## config.mk

```make
export PLATFORM = sky130hd
export DESIGN_NAME = ex_muldiv_flat
export DESIGN_NICKNAME = d
export VERILOG_FILES = /design/src/rtl/ex_muldiv_pkg.sv /design/src/rtl/ex_muldiv_if.sv /design/src/rtl/ex_muldiv_iter.sv /design/src/rtl/ex_muldiv.sv /design/src/flat_wrapper.sv
export SDC_FILE = /design/constraint.sdc
export NUM_CORES = 1
export LEC_CHECK = 0
export CAP_MARGIN = 20
export CORE_UTILIZATION = 55
export CTS_CLUSTER_DIAMETER = 40
export CTS_CLUSTER_SIZE = 30
export DETAILED_ROUTE_END_ITERATION = 16
export PLACE_DENSITY = 0.86
export SLEW_MARGIN = 5
export SYNTH_ARGS = -nofsm -noshare
export SYNTH_HDL_FRONTEND = slang
export SYNTH_SLANG_ARGS = --single-unit
```

## constraint.sdc

```tcl
create_clock -name CLOCK -period 4.2 [get_ports CLOCK]
set_input_delay 1.05 -clock CLOCK [delete_from_list [all_inputs] [get_ports CLOCK]]
set_output_delay 1.05 -clock CLOCK [all_outputs]
set_load 0.01 [all_outputs]
```

## src/rtl/ex_muldiv_pkg.sv

```systemverilog
// Shared op codes, FSM states and request context for the EX-stage multiply/divide unit.
// Signed codes are accepted only when MULDIV_SIGNED_EN is defined.
package ex_muldiv_pkg;

   localparam int unsigned XLEN_DEFAULT  = 32;
   localparam int unsigned CNT_W_DEFAULT = 6;
   localparam int unsigned OP_W          = 5;
   localparam int unsigned RD_W          = 5;

   localparam logic [OP_W-1:0] OP_MUL   = 5'h10;
   localparam logic [OP_W-1:0] OP_MULHU = 5'h11;
   localparam logic [OP_W-1:0] OP_DIVU  = 5'h12;
   localparam logic [OP_W-1:0] OP_REMU  = 5'h13;
   localparam logic [OP_W-1:0] OP_MULH  = 5'h14;
   localparam logic [OP_W-1:0] OP_DIV   = 5'h15;
   localparam logic [OP_W-1:0] OP_REM   = 5'h16;

   typedef enum logic [1:0] {
      ST_IDLE = 2'd0,
      ST_BUSY = 2'd1,
      ST_DONE = 2'd2
   } state_e;

   // Operation context held for the whole iteration.
   typedef struct packed {
      logic [OP_W-1:0] op;
      logic [RD_W-1:0] rd;
      logic            neg_q;
      logic            neg_r;
   } muldiv_ctx_t;

   function automatic logic op_supported(input logic [OP_W-1:0] op);
`ifdef MULDIV_SIGNED_EN
      return op inside {OP_MUL, OP_MULHU, OP_DIVU, OP_REMU, OP_MULH, OP_DIV, OP_REM};
`else
      return op inside {OP_MUL, OP_MULHU, OP_DIVU, OP_REMU};
`endif
   endfunction

   function automatic logic op_is_div(input logic [OP_W-1:0] op);
      return op inside {OP_DIVU, OP_REMU, OP_DIV, OP_REM};
   endfunction

   function automatic logic op_is_signed(input logic [OP_W-1:0] op);
      return op inside {OP_MULH, OP_DIV, OP_REM};
   endfunction

   // Result comes from the upper half of the working register.
   function automatic logic op_takes_high(input logic [OP_W-1:0] op);
      return op inside {OP_MULHU, OP_MULH, OP_REMU, OP_REM};
   endfunction

endpackage

```

## src/rtl/ex_muldiv_if.sv

```systemverilog
// Request/result handshake between the ID/EX pipeline and the multiply/divide unit.
interface ex_muldiv_if #(parameter int unsigned XLEN = ex_muldiv_pkg::XLEN_DEFAULT);

   logic            in_valid;
   logic            in_ready;
   logic [XLEN-1:0] data_1;
   logic [XLEN-1:0] data_2;
   logic [4:0]      RD;
   logic [4:0]      ALU_Control;
   logic            flush;
   logic            stall;
   logic            out_valid;
   logic            out_ready;
   logic [XLEN-1:0] out_result;
   logic [4:0]      out_RD;

   modport master (
      output in_valid, data_1, data_2, RD, ALU_Control, flush, out_ready,
      input  in_ready, stall, out_valid, out_result, out_RD
   );

   modport slave (
      input  in_valid, data_1, data_2, RD, ALU_Control, flush, out_ready,
      output in_ready, stall, out_valid, out_result, out_RD
   );

endinterface

```

## src/rtl/ex_muldiv_iter.sv

```systemverilog
// One iteration step: shift-add multiply or restoring divide on the 2*XLEN working register.
module muldiv_iter #(
   parameter int unsigned XLEN = 32
) (
   input  logic              is_div,
   input  logic [XLEN-1:0]   opnd,
   input  logic [2*XLEN-1:0] work,
   output logic [2*XLEN-1:0] work_nxt_c
);

   logic [XLEN:0] sum;
   logic [XLEN:0] trial;
   logic [XLEN:0] diff;

   // Multiply keeps the carry in the top bit; divide restores when the trial borrows.
   always_comb begin
      sum   = {1'b0, work[2*XLEN-1:XLEN]} + (work[0] ? {1'b0, opnd} : '0);
      trial = {work[2*XLEN-1:XLEN], work[XLEN-1]};
      diff  = trial - {1'b0, opnd};
      if (is_div) begin
         if (diff[XLEN]) work_nxt_c = {trial[XLEN-1:0], work[XLEN-2:0], 1'b0};
         else            work_nxt_c = {diff[XLEN-1:0],  work[XLEN-2:0], 1'b1};
      end else begin
         work_nxt_c = {sum, work[XLEN-1:1]};
      end
   end

endmodule

```

## src/rtl/ex_muldiv.sv

```systemverilog
// Multi-cycle multiply/divide unit in EX; stalls decode while iterating.
// Define MULDIV_SIGNED_EN to add MULH/DIV/REM.
module ex_muldiv
   import ex_muldiv_pkg::*;
#(
   parameter int unsigned XLEN  = XLEN_DEFAULT,
   parameter int unsigned CNT_W = CNT_W_DEFAULT
) (
   input logic        CLOCK,
   input logic        RESET_N,
   ex_muldiv_if.slave bus
);

   state_e            state_q, state_d;
   logic [CNT_W-1:0]  cnt_q;
   logic [2*XLEN-1:0] work_q, work_nxt_c;
   logic [XLEN-1:0]   opnd_q;
   muldiv_ctx_t       ctx_q;
   logic [XLEN-1:0]   res_q;
   logic [4:0]        rd_q;

   logic              accept, last;
   logic              sa, sb, is_div_in, hi_in, short_c;
   logic [XLEN-1:0]   mag_a, mag_b, short_res_c;
   logic [2*XLEN-1:0] full_c;
   logic [XLEN-1:0]   sel_c, final_res_c;

   muldiv_iter #(.XLEN(XLEN)) u_iter (
      .is_div     (op_is_div(ctx_q.op)),
      .opnd       (opnd_q),
      .work       (work_q),
      .work_nxt_c (work_nxt_c)
   );

   // Operand magnitudes and the zero-divisor / overflow shortcuts.
   always_comb begin
      sa          = 1'b0;
      sb          = 1'b0;
      short_c     = 1'b0;
      short_res_c = '0;
      is_div_in   = op_is_div(bus.ALU_Control);
      hi_in       = op_takes_high(bus.ALU_Control);
`ifdef MULDIV_SIGNED_EN
      if (op_is_signed(bus.ALU_Control)) begin
         sa = bus.data_1[XLEN-1];
         sb = bus.data_2[XLEN-1];
      end
`endif
      mag_a = sa ? XLEN'(-bus.data_1) : bus.data_1;
      mag_b = sb ? XLEN'(-bus.data_2) : bus.data_2;
      if (is_div_in && bus.data_2 == '0) begin
         short_c     = 1'b1;
         short_res_c = hi_in ? bus.data_1 : '1;
      end
`ifdef MULDIV_SIGNED_EN
      else if (is_div_in && sa && bus.data_1 == {1'b1, {(XLEN-1){1'b0}}} && bus.data_2 == '1) begin
         short_c     = 1'b1;
         short_res_c = hi_in ? '0 : {1'b1, {(XLEN-1){1'b0}}};
      end
`endif
   end

   // Sign fix-up applied to the final iteration's output.
   always_comb begin
      full_c = (ctx_q.neg_q && !op_is_div(ctx_q.op)) ? -work_nxt_c : work_nxt_c;
      sel_c  = op_takes_high(ctx_q.op) ? full_c[2*XLEN-1:XLEN] : full_c[XLEN-1:0];
      if (op_is_div(ctx_q.op) && (op_takes_high(ctx_q.op) ? ctx_q.neg_r : ctx_q.neg_q))
         final_res_c = -sel_c;
      else
         final_res_c = sel_c;
   end

   always_ff @(posedge CLOCK or negedge RESET_N) begin
      if (!RESET_N) state_q <= ST_IDLE;
      else          state_q <= state_d;
   end

   always_comb begin
      state_d       = state_q;
      accept        = 1'b0;
      last          = 1'b0;
      bus.in_ready  = 1'b0;
      bus.stall     = 1'b0;
      bus.out_valid = 1'b0;
      unique case (state_q)
         ST_IDLE: begin
            bus.in_ready = 1'b1;
            if (!bus.flush && bus.in_valid && op_supported(bus.ALU_Control)) begin
               accept  = 1'b1;
               state_d = short_c ? ST_DONE : ST_BUSY;
            end
         end
         ST_BUSY: begin
            bus.stall = 1'b1;
            if (bus.flush) begin
               state_d = ST_IDLE;
            end else if (cnt_q == CNT_W'(XLEN-1)) begin
               last    = 1'b1;
               state_d = ST_DONE;
            end
         end
         ST_DONE: begin
            bus.stall     = 1'b1;
            bus.out_valid = 1'b1;
            if (bus.flush || bus.out_ready) state_d = ST_IDLE;
         end
         default: state_d = ST_IDLE;
      endcase
   end

   // Datapath: latch on accept, iterate while busy, capture result entering DONE.
   always_ff @(posedge CLOCK or negedge RESET_N) begin
      if (!RESET_N) begin
         cnt_q  <= '0;
         work_q <= '0;
         opnd_q <= '0;
         ctx_q  <= '0;
         res_q  <= '0;
         rd_q   <= '0;
      end else if (accept) begin
         cnt_q       <= '0;
         ctx_q.op    <= bus.ALU_Control;
         ctx_q.rd    <= bus.RD;
         ctx_q.neg_q <= sa ^ sb;
         ctx_q.neg_r <= sa;
         opnd_q      <= is_div_in ? mag_b : mag_a;
         work_q      <= {{XLEN{1'b0}}, (is_div_in ? mag_a : mag_b)};
         if (short_c) begin
            res_q <= short_res_c;
            rd_q  <= bus.RD;
         end
      end else if (state_q == ST_BUSY && !bus.flush) begin
         work_q <= work_nxt_c;
         cnt_q  <= cnt_q + CNT_W'(1);
         if (last) begin
            res_q <= final_res_c;
            rd_q  <= ctx_q.rd;
         end
      end
   end

   assign bus.out_result = res_q;
   assign bus.out_RD     = rd_q;

endmodule

```

## src/flat_wrapper.sv

```systemverilog
// flat-port wrapper written by rule: the top's interface ports become plain ports
module ex_muldiv_flat import ex_muldiv_pkg::*;
#(
   parameter int unsigned XLEN  = XLEN_DEFAULT,
   parameter int unsigned CNT_W = CNT_W_DEFAULT
)
  (CLOCK, RESET_N, bus_in_valid, bus_data_1, bus_data_2, bus_RD, bus_ALU_Control, bus_flush, bus_out_ready, bus_in_ready, bus_stall, bus_out_valid, bus_out_result, bus_out_RD);
  ex_muldiv_if #(.XLEN(XLEN)) bus_i ();
  input logic CLOCK;
  input logic RESET_N;
  input wire logic [$bits(bus_i.in_valid)-1:0] bus_in_valid;
  input wire logic [$bits(bus_i.data_1)-1:0] bus_data_1;
  input wire logic [$bits(bus_i.data_2)-1:0] bus_data_2;
  input wire logic [$bits(bus_i.RD)-1:0] bus_RD;
  input wire logic [$bits(bus_i.ALU_Control)-1:0] bus_ALU_Control;
  input wire logic [$bits(bus_i.flush)-1:0] bus_flush;
  input wire logic [$bits(bus_i.out_ready)-1:0] bus_out_ready;
  output wire logic [$bits(bus_i.in_ready)-1:0] bus_in_ready;
  output wire logic [$bits(bus_i.stall)-1:0] bus_stall;
  output wire logic [$bits(bus_i.out_valid)-1:0] bus_out_valid;
  output wire logic [$bits(bus_i.out_result)-1:0] bus_out_result;
  output wire logic [$bits(bus_i.out_RD)-1:0] bus_out_RD;
  assign bus_i.in_valid = bus_in_valid;
  assign bus_i.data_1 = bus_data_1;
  assign bus_i.data_2 = bus_data_2;
  assign bus_i.RD = bus_RD;
  assign bus_i.ALU_Control = bus_ALU_Control;
  assign bus_i.flush = bus_flush;
  assign bus_i.out_ready = bus_out_ready;
  assign bus_in_ready = bus_i.in_ready;
  assign bus_stall = bus_i.stall;
  assign bus_out_valid = bus_i.out_valid;
  assign bus_out_result = bus_i.out_result;
  assign bus_out_RD = bus_i.out_RD;
  ex_muldiv #(.XLEN(XLEN), .CNT_W(CNT_W)) u_core (.CLOCK(CLOCK), .RESET_N(RESET_N), .bus(bus_i));
endmodule
```

Word-level counts from Yosys, hierarchy flattened

Cells that the tools add are included.
W data, S select, Z words.

Latch bits: 0
Logic and storage cells: 84
Memories: 0
RAM bits: 0
Bits of input ports: 79
Bits in read-only memories: 0
Register bits after elaboration: 151
Output and inout port bits: 40

$mul: 0
Muxes and demuxes: 35
$lt $le $gt $ge: 0
Reduce and logical (&&, ||, !) cells: 18
Div/mod/pow operators: 0
Add/sub/neg operators: 3
Eq/ne operators: 20
Bitwise logic cells: 0
Shifts and indexed selects: 0

Operators by type and width:

| cell                  | count |
|---|---|
| $mux W32              | 10 |
| $mux W64              | 4 |
| $eq A5 B5 Y1 const B  | 13 |
| $add A32 B33 Y33      | 1 |
| $sub A33 B32 Y33      | 1 |
| $logic_not A32 Y1     | 1 |
| $mux W5               | 4 |
| $reduce_bool A4 Y1    | 5 |
| $mux W6               | 2 |
| $mux W2               | 5 |
| $mux W1               | 9 |
| $add A6 B1 Y6 const B | 1 |
| $eq A6 B5 Y1 const B  | 1 |
| $pmux W2 S3           | 1 |
| $reduce_and A3 Y1     | 2 |
| $logic_and A1 B1 Y1   | 4 |
| $ne A2 B1 Y1 const B  | 2 |
| $reduce_bool A2 Y1    | 2 |
| $ne A3 B2 Y1 const B  | 1 |
| $eq A2 B1 Y1 const B  | 1 |
| $eq A2 B2 Y1 const B  | 1 |
| $logic_not A2 Y1      | 1 |
| $ne A2 B2 Y1 const B  | 1 |
| $reduce_or A2 Y1      | 1 |
| 2 further kinds       | 2 |

Logic depth before layout (Yosys ltp)

Gate-level depths: netlist of run 1.

Word-level depth: 7
Depth in mapped cells: 15
Gate-level depth less buffers: 13

Modules after synthesis

Synthesis of run 1 repeated with hierarchy kept, for this count alone.

Cells, all modules: 1550
Area, all modules: 12011.5 um2

Modules (own cells, without submodules):

| module      | seq. area each (um2) | instances | area an instance (um2) | cells each |
|---|---|---|---|---|
| ex_muldiv   | 3778.6               | 1         | 7333.3                 | 874 |
| muldiv_iter | 0.0                  | 1         | 4678.2                 | 676 |

Least setup slack after synthesis of run 1

Ideal clock, no wire load.

Path kind: flip-flop to flip-flop
Start point: reg u_core.work_q[31]
End point: reg u_core.res_q[29] (netlist: u_core.bus.out_result[29])
Path buffers: 1
Library setup time: 118 ps
Stages on the path, launching flop included: 15
Arrival time: 3208 ps
Path slack: 874 ps
Required time: 4082 ps
Period minus slack after synthesis: 3326 ps
Cells stage by stage: dfrtp_1 -> inv_1 -> ha_1 -> inv_1 -> fa_1 -> a211oi_2 -> o211ai_2 -> a21oi_4 -> a211oi_4 -> o31a_4 -> or2_1 -> buf_6 -> o311a_1 -> a211o_1 -> a21o_1

Cells in the longest elaborated chain, start to end: 7

Ends and longest elaborated chain:

| element                  | RTL line             | RTL |
|---|---|---|
| start: declaration       | ex_muldiv.sv:16      | `logic [2*XLEN-1:0] work_q, work_nxt_c;` |
| start signal: assignment | ex_muldiv.sv:127     | `work_q <= {{XLEN{1'b0}}, (is_div_in ? mag_a : mag_b)};` |
| start signal: assignment | ex_muldiv.sv:133     | `work_q <= work_nxt_c;` |
| $sub A33 B32 Y33         | ex_muldiv_iter.sv:19 | `diff = trial - {1'b0, opnd};` |
| $mux W64                 | ex_muldiv_iter.sv:21 | `if (diff[XLEN]) work_nxt_c = {trial[XLEN-1:0], work[XLEN-2:0], 1'b0};` |
| $mux W64                 | ex_muldiv_iter.sv:20 | `if (is_div) begin` |
| $mux W32                 | ex_muldiv.sv:66      | `sel_c = op_takes_high(ctx_q.op) ? full_c[2*XLEN-1:XLEN] : full_c[XLEN-1:0];` |
| $mux W32                 | ex_muldiv.sv:135     | `if (last) begin` |
| $mux W32                 | ex_muldiv.sv:132     | `end else if (state_q == ST_BUSY && !bus.flush) begin` |
| $mux W32                 | ex_muldiv.sv:120     | `end else if (accept) begin` |
| end signal: assignment   | ex_muldiv.sv:129     | `res_q <= short_res_c;` |
| end signal: assignment   | ex_muldiv.sv:136     | `res_q <= final_res_c;` |
| end: declaration         | ex_muldiv.sv:19      | `logic [XLEN-1:0] res_q;` |

Every way passes these cells. The select of a mux whose other input is x is not followed.
A chain may end at the register's enable or synchronous reset.

Worst setup path after layout of run 1

Start point: reg u_core.work_q[31]
End point: reg u_core.res_q[16] (netlist: u_core.bus.out_result[16])

Same word-level chain as after synthesis.

==> results of run 1 <==
==> worst paths after layout <==
check	endpoint	slack, ns	cells after the start
max	u_core.bus.out_result[16]	0.41	14
min	u_core.ctx_q[3]	0.47	2
max reg2reg	u_core.bus.out_result[16]	0.41	14
min reg2reg	u_core.ctx_q[3]	0.47	2
max in group asynchronous	u_core.opnd_q[3]	2.66	2
min in group asynchronous	u_core.cnt_q[0]	0.72	1
==> metrics by stage <==
stage	hold WS (ns)	instances	power [mW]	setup WS, ns	util [%]
after floorplan	0.4358	1519	7.572	0.8741	-
after global placement	0.4513	1852	9.425	0.5013	63.05
after detailed placement	0.4572	1852	9.563	0.4816	63.05
after CTS	0.4727	1883	11.26	0.4438	65.84
after global routing	0.4976	1883	12.27	0.2815	65.84
final	0.4741	1883	11.54	0.4063	65.84
==> cells by family (layout without fill, tap and decap cells) <==
logic type / count (synthesis) / in the layout / share of synthesized area [%]
AO/OA/AOI/OAI: 493 / 493 / 26.26
flip-flops: 151 / 151 / 30.47
adder cells (fa/ha/maj): 70 / 70 / 7.183
XOR/XNOR: 56 / 56 / 3.955
multiplexers: 115 / 115 / 9.403
AND/OR/NAND/NOR: 482 / 482 / 17.85
buffers and inverters: 152 / 236 / 4.883
==> routing by layer <==
metal | part of all wire (%) | GRT usage [%]
met5 | 0 | 0
met1 | 40 | 48.49
met4 | 4.3 | 15.21
met3 | 13 | 9.670
met2 | 43 | 53.63
==> tightest hold or removal path, stage by stage (launching register included) <==
cell     delay, ns
dfrtp_1       0.32
nand2_1       0.05
nand2_1       0.07
==> final cells by class <==
| type | count | area share, % |
|---|---|---|
| multi-input combinational | 1216 | 55.66 |
| sequential | 151 | 26.14 |
| timing repair buffer | 151 | 10.15 |
| clock buffer | 19 | 2.994 |
| tap | 280 | 2.423 |
| inverter | 54 | 1.402 |
| clock inverter | 12 | 1.238 |
==> where the power goes <==
part           total, mW  switching [mW]  internal [mW]
clock               1.62           0.631          0.992
combinational       7.40            4.54           2.86
sequential          2.52           0.611           1.91
total               11.5            5.78           5.76
==> layout by cell type, fill, tap and decap left out, types with 12 or more instances in the layout <==
| master | instances |
|---|---|
| nand3_1 | 31 |
| o31ai_1 | 12 |
| a211oi_1 | 26 |
| xnor2_1 | 33 |
| inv_1 | 54 |
| o22ai_1 | 19 |
| dfrtp_1 | 151 |
| nand2_1 | 208 |
| ha_1 | 68 |
| nand2b_1 | 13 |
| nand4_1 | 17 |
| o21ai_0 | 139 |
| a221o_1 | 14 |
| mux2i_1 | 103 |
| a21oi_1 | 103 |
| a21o_1 | 30 |
| nor2_1 | 99 |
| o211ai_1 | 42 |
| xor2_1 | 23 |
| mux2_2 | 12 |
| clkbuf_16 | 17 |
| nor3_1 | 19 |
| buf_4 | 30 |
| clkdlybuf4s50_1 | 117 |
| and2_1 | 42 |
| a31oi_1 | 21 |
==> registers in the layout, summed over array words and instances (netlist names) <==
register	cells
u_core.ctx_q	10
u_core.bus.out_result	32
u_core.work_q	64
u_core.opnd_q	32
u_core.cnt_q	6
u_core.state_q	2
u_core.bus.out_RD	5
==> qor.yml, run 1 <==
yosys:
  synth.largest_area_cell: "dfrtp_1"
  synth_top_area_share_pct: 30.47
  synth_cells: 1519
  async_reset_ff_share_pct: 100.0
  synth_seq_cells: 151
  ys_seq_area_share_pct: 30.47
  synth_area_mm2: 0.01240
  synth_cell_type_count: 77
  yosys-top-cells-count: "nand2_1, dfrtp_1, o21ai_0"
  synth_most_common_cell: "nand2_1"
  synthFlopType: "dfrtp_1"
  ys_top_cells_by_area: "dfrtp_1, mux2i_1, ha_1"
  syn_avg_cell_area_um2: 8.165
  yosys_warnings: 0
  synth-edff-count: 0
  syn-num-nets: 1668
pwr:
  power_density_mw_per_mm2: 798.5
  irDropWorstVdd_v: 0.0003747
  p_leak_nw: 6.663
place:
  portBuffers: 118
  placed_area_mm2: 0.01385
  place_hpwl_mm: 29.90
  gp_congestion: 0.9983
worst_setup_path:
  cpMaxStageDelayCell: "mux2i_1"
  cpPeakStageDelay_ns: 0.50
  r2r-start: "u_core.work_q[31]"
  critPathLaunch: "u_core.work_q[31]"
  critPathCaptureType: "flop"
  path_cells: "inv_1 -> ha_1 -> inv_1 -> fa_1 -> a211oi_2 -> o211ai_2 -> a21oi_4 -> a211oi_4 -> o31a_4 -> nor2_4 -> buf_4 -> mux2i_1 -> a211oi_1 -> or3_1"
  crit_family: "compound AO/OA/AOI/OAI gates"
  arrival_ns: 4.09
  required_ns: 4.50
  crit_path_frequent_cell: "inv_1"
  criticalPathCategory: "flop to flop"
  critical_path_buf_inv_count: 3
  start_kind: "flop"
  cp_max_fo: 16
route:
  detail_route.wirelength_mm: 40.99
  avgRoutedWirePerCell_um: 21.77
  drc: 0
  vias: 12790
  drt_pass1_iterations: 8
  ant_nets: 0
  viasPerCell: 6.791
  drt_iter0_drc: 1773
floorplanning:
  io_pins: 119
  initial_core_util_pct: 56.48
  die_w_um: 152.2
  dieArea_mm2: 0.02315
  core_mm2: 0.02196
  row_count: 54
  die_height_um: 152.2
cts:
  cts_buffer_depth: 2
  clk_pin_slew_ns: 0.06
  cts-resized-gates: 0
  cts_setup_buffers: 0
  hold_buffers: 0
  cts_buffers: 17
  cts_tree: "built"
  clock-sinks: 151
  cts_htree_levels: 4
  ctsRootBufferMaster: "clkbuf_16"
  clk_latency_ns: 0.43
min_path:
  holdCritPathClass: "flop to flop"
  hp-start: "u_core.ctx_q[3]"
global_route:
  grt_usage_pct: 35.72
  grt_pass1_wl_mm: 65.80
  grt_overflow: 0
  grt_pass1_vias: 12240
  grt_max_degree: 166
  grt_antenna_before_repair: 0
sta:
  worst_pin_slew_ns: 1.003
  finalSetupViolations: 0
  clock_skew_ns: 0.01100
  finalCritPeriodShare_pct: 90.33
  final_max_slew_viol_count: 0
  period_needed_ns: 3.794
  relSlewSlack_pct: 33.11
  fmax_mhz: 263.6
  rsz0062_at_grt: "no"
  hold_viol_final: 0
  setup_tns_ns: 0
final_layout:
  multi_input_area_mm2: 0.008046
  seqCellArea_mm2: 0.003779
  fillers: 1696
  fin_nets: 1740
  n_antenna_cell: 0
  final_area_mm2: 0.01446
  drive_above_1_share_pct: 7.174
  area_growth_pct: 16.58
flow_run:
  maxCapViolations: 0
outcome:
  outcome: "finished clean"
No activity file was read; power rests on OpenSTA's default activity.
==> run 2, diff against run 1 <==
CTS_CLUSTER_SIZE = unset   (was 30)
==> results of run 2 <==
Final layout, timing and power as in run 1 (identical DEF).
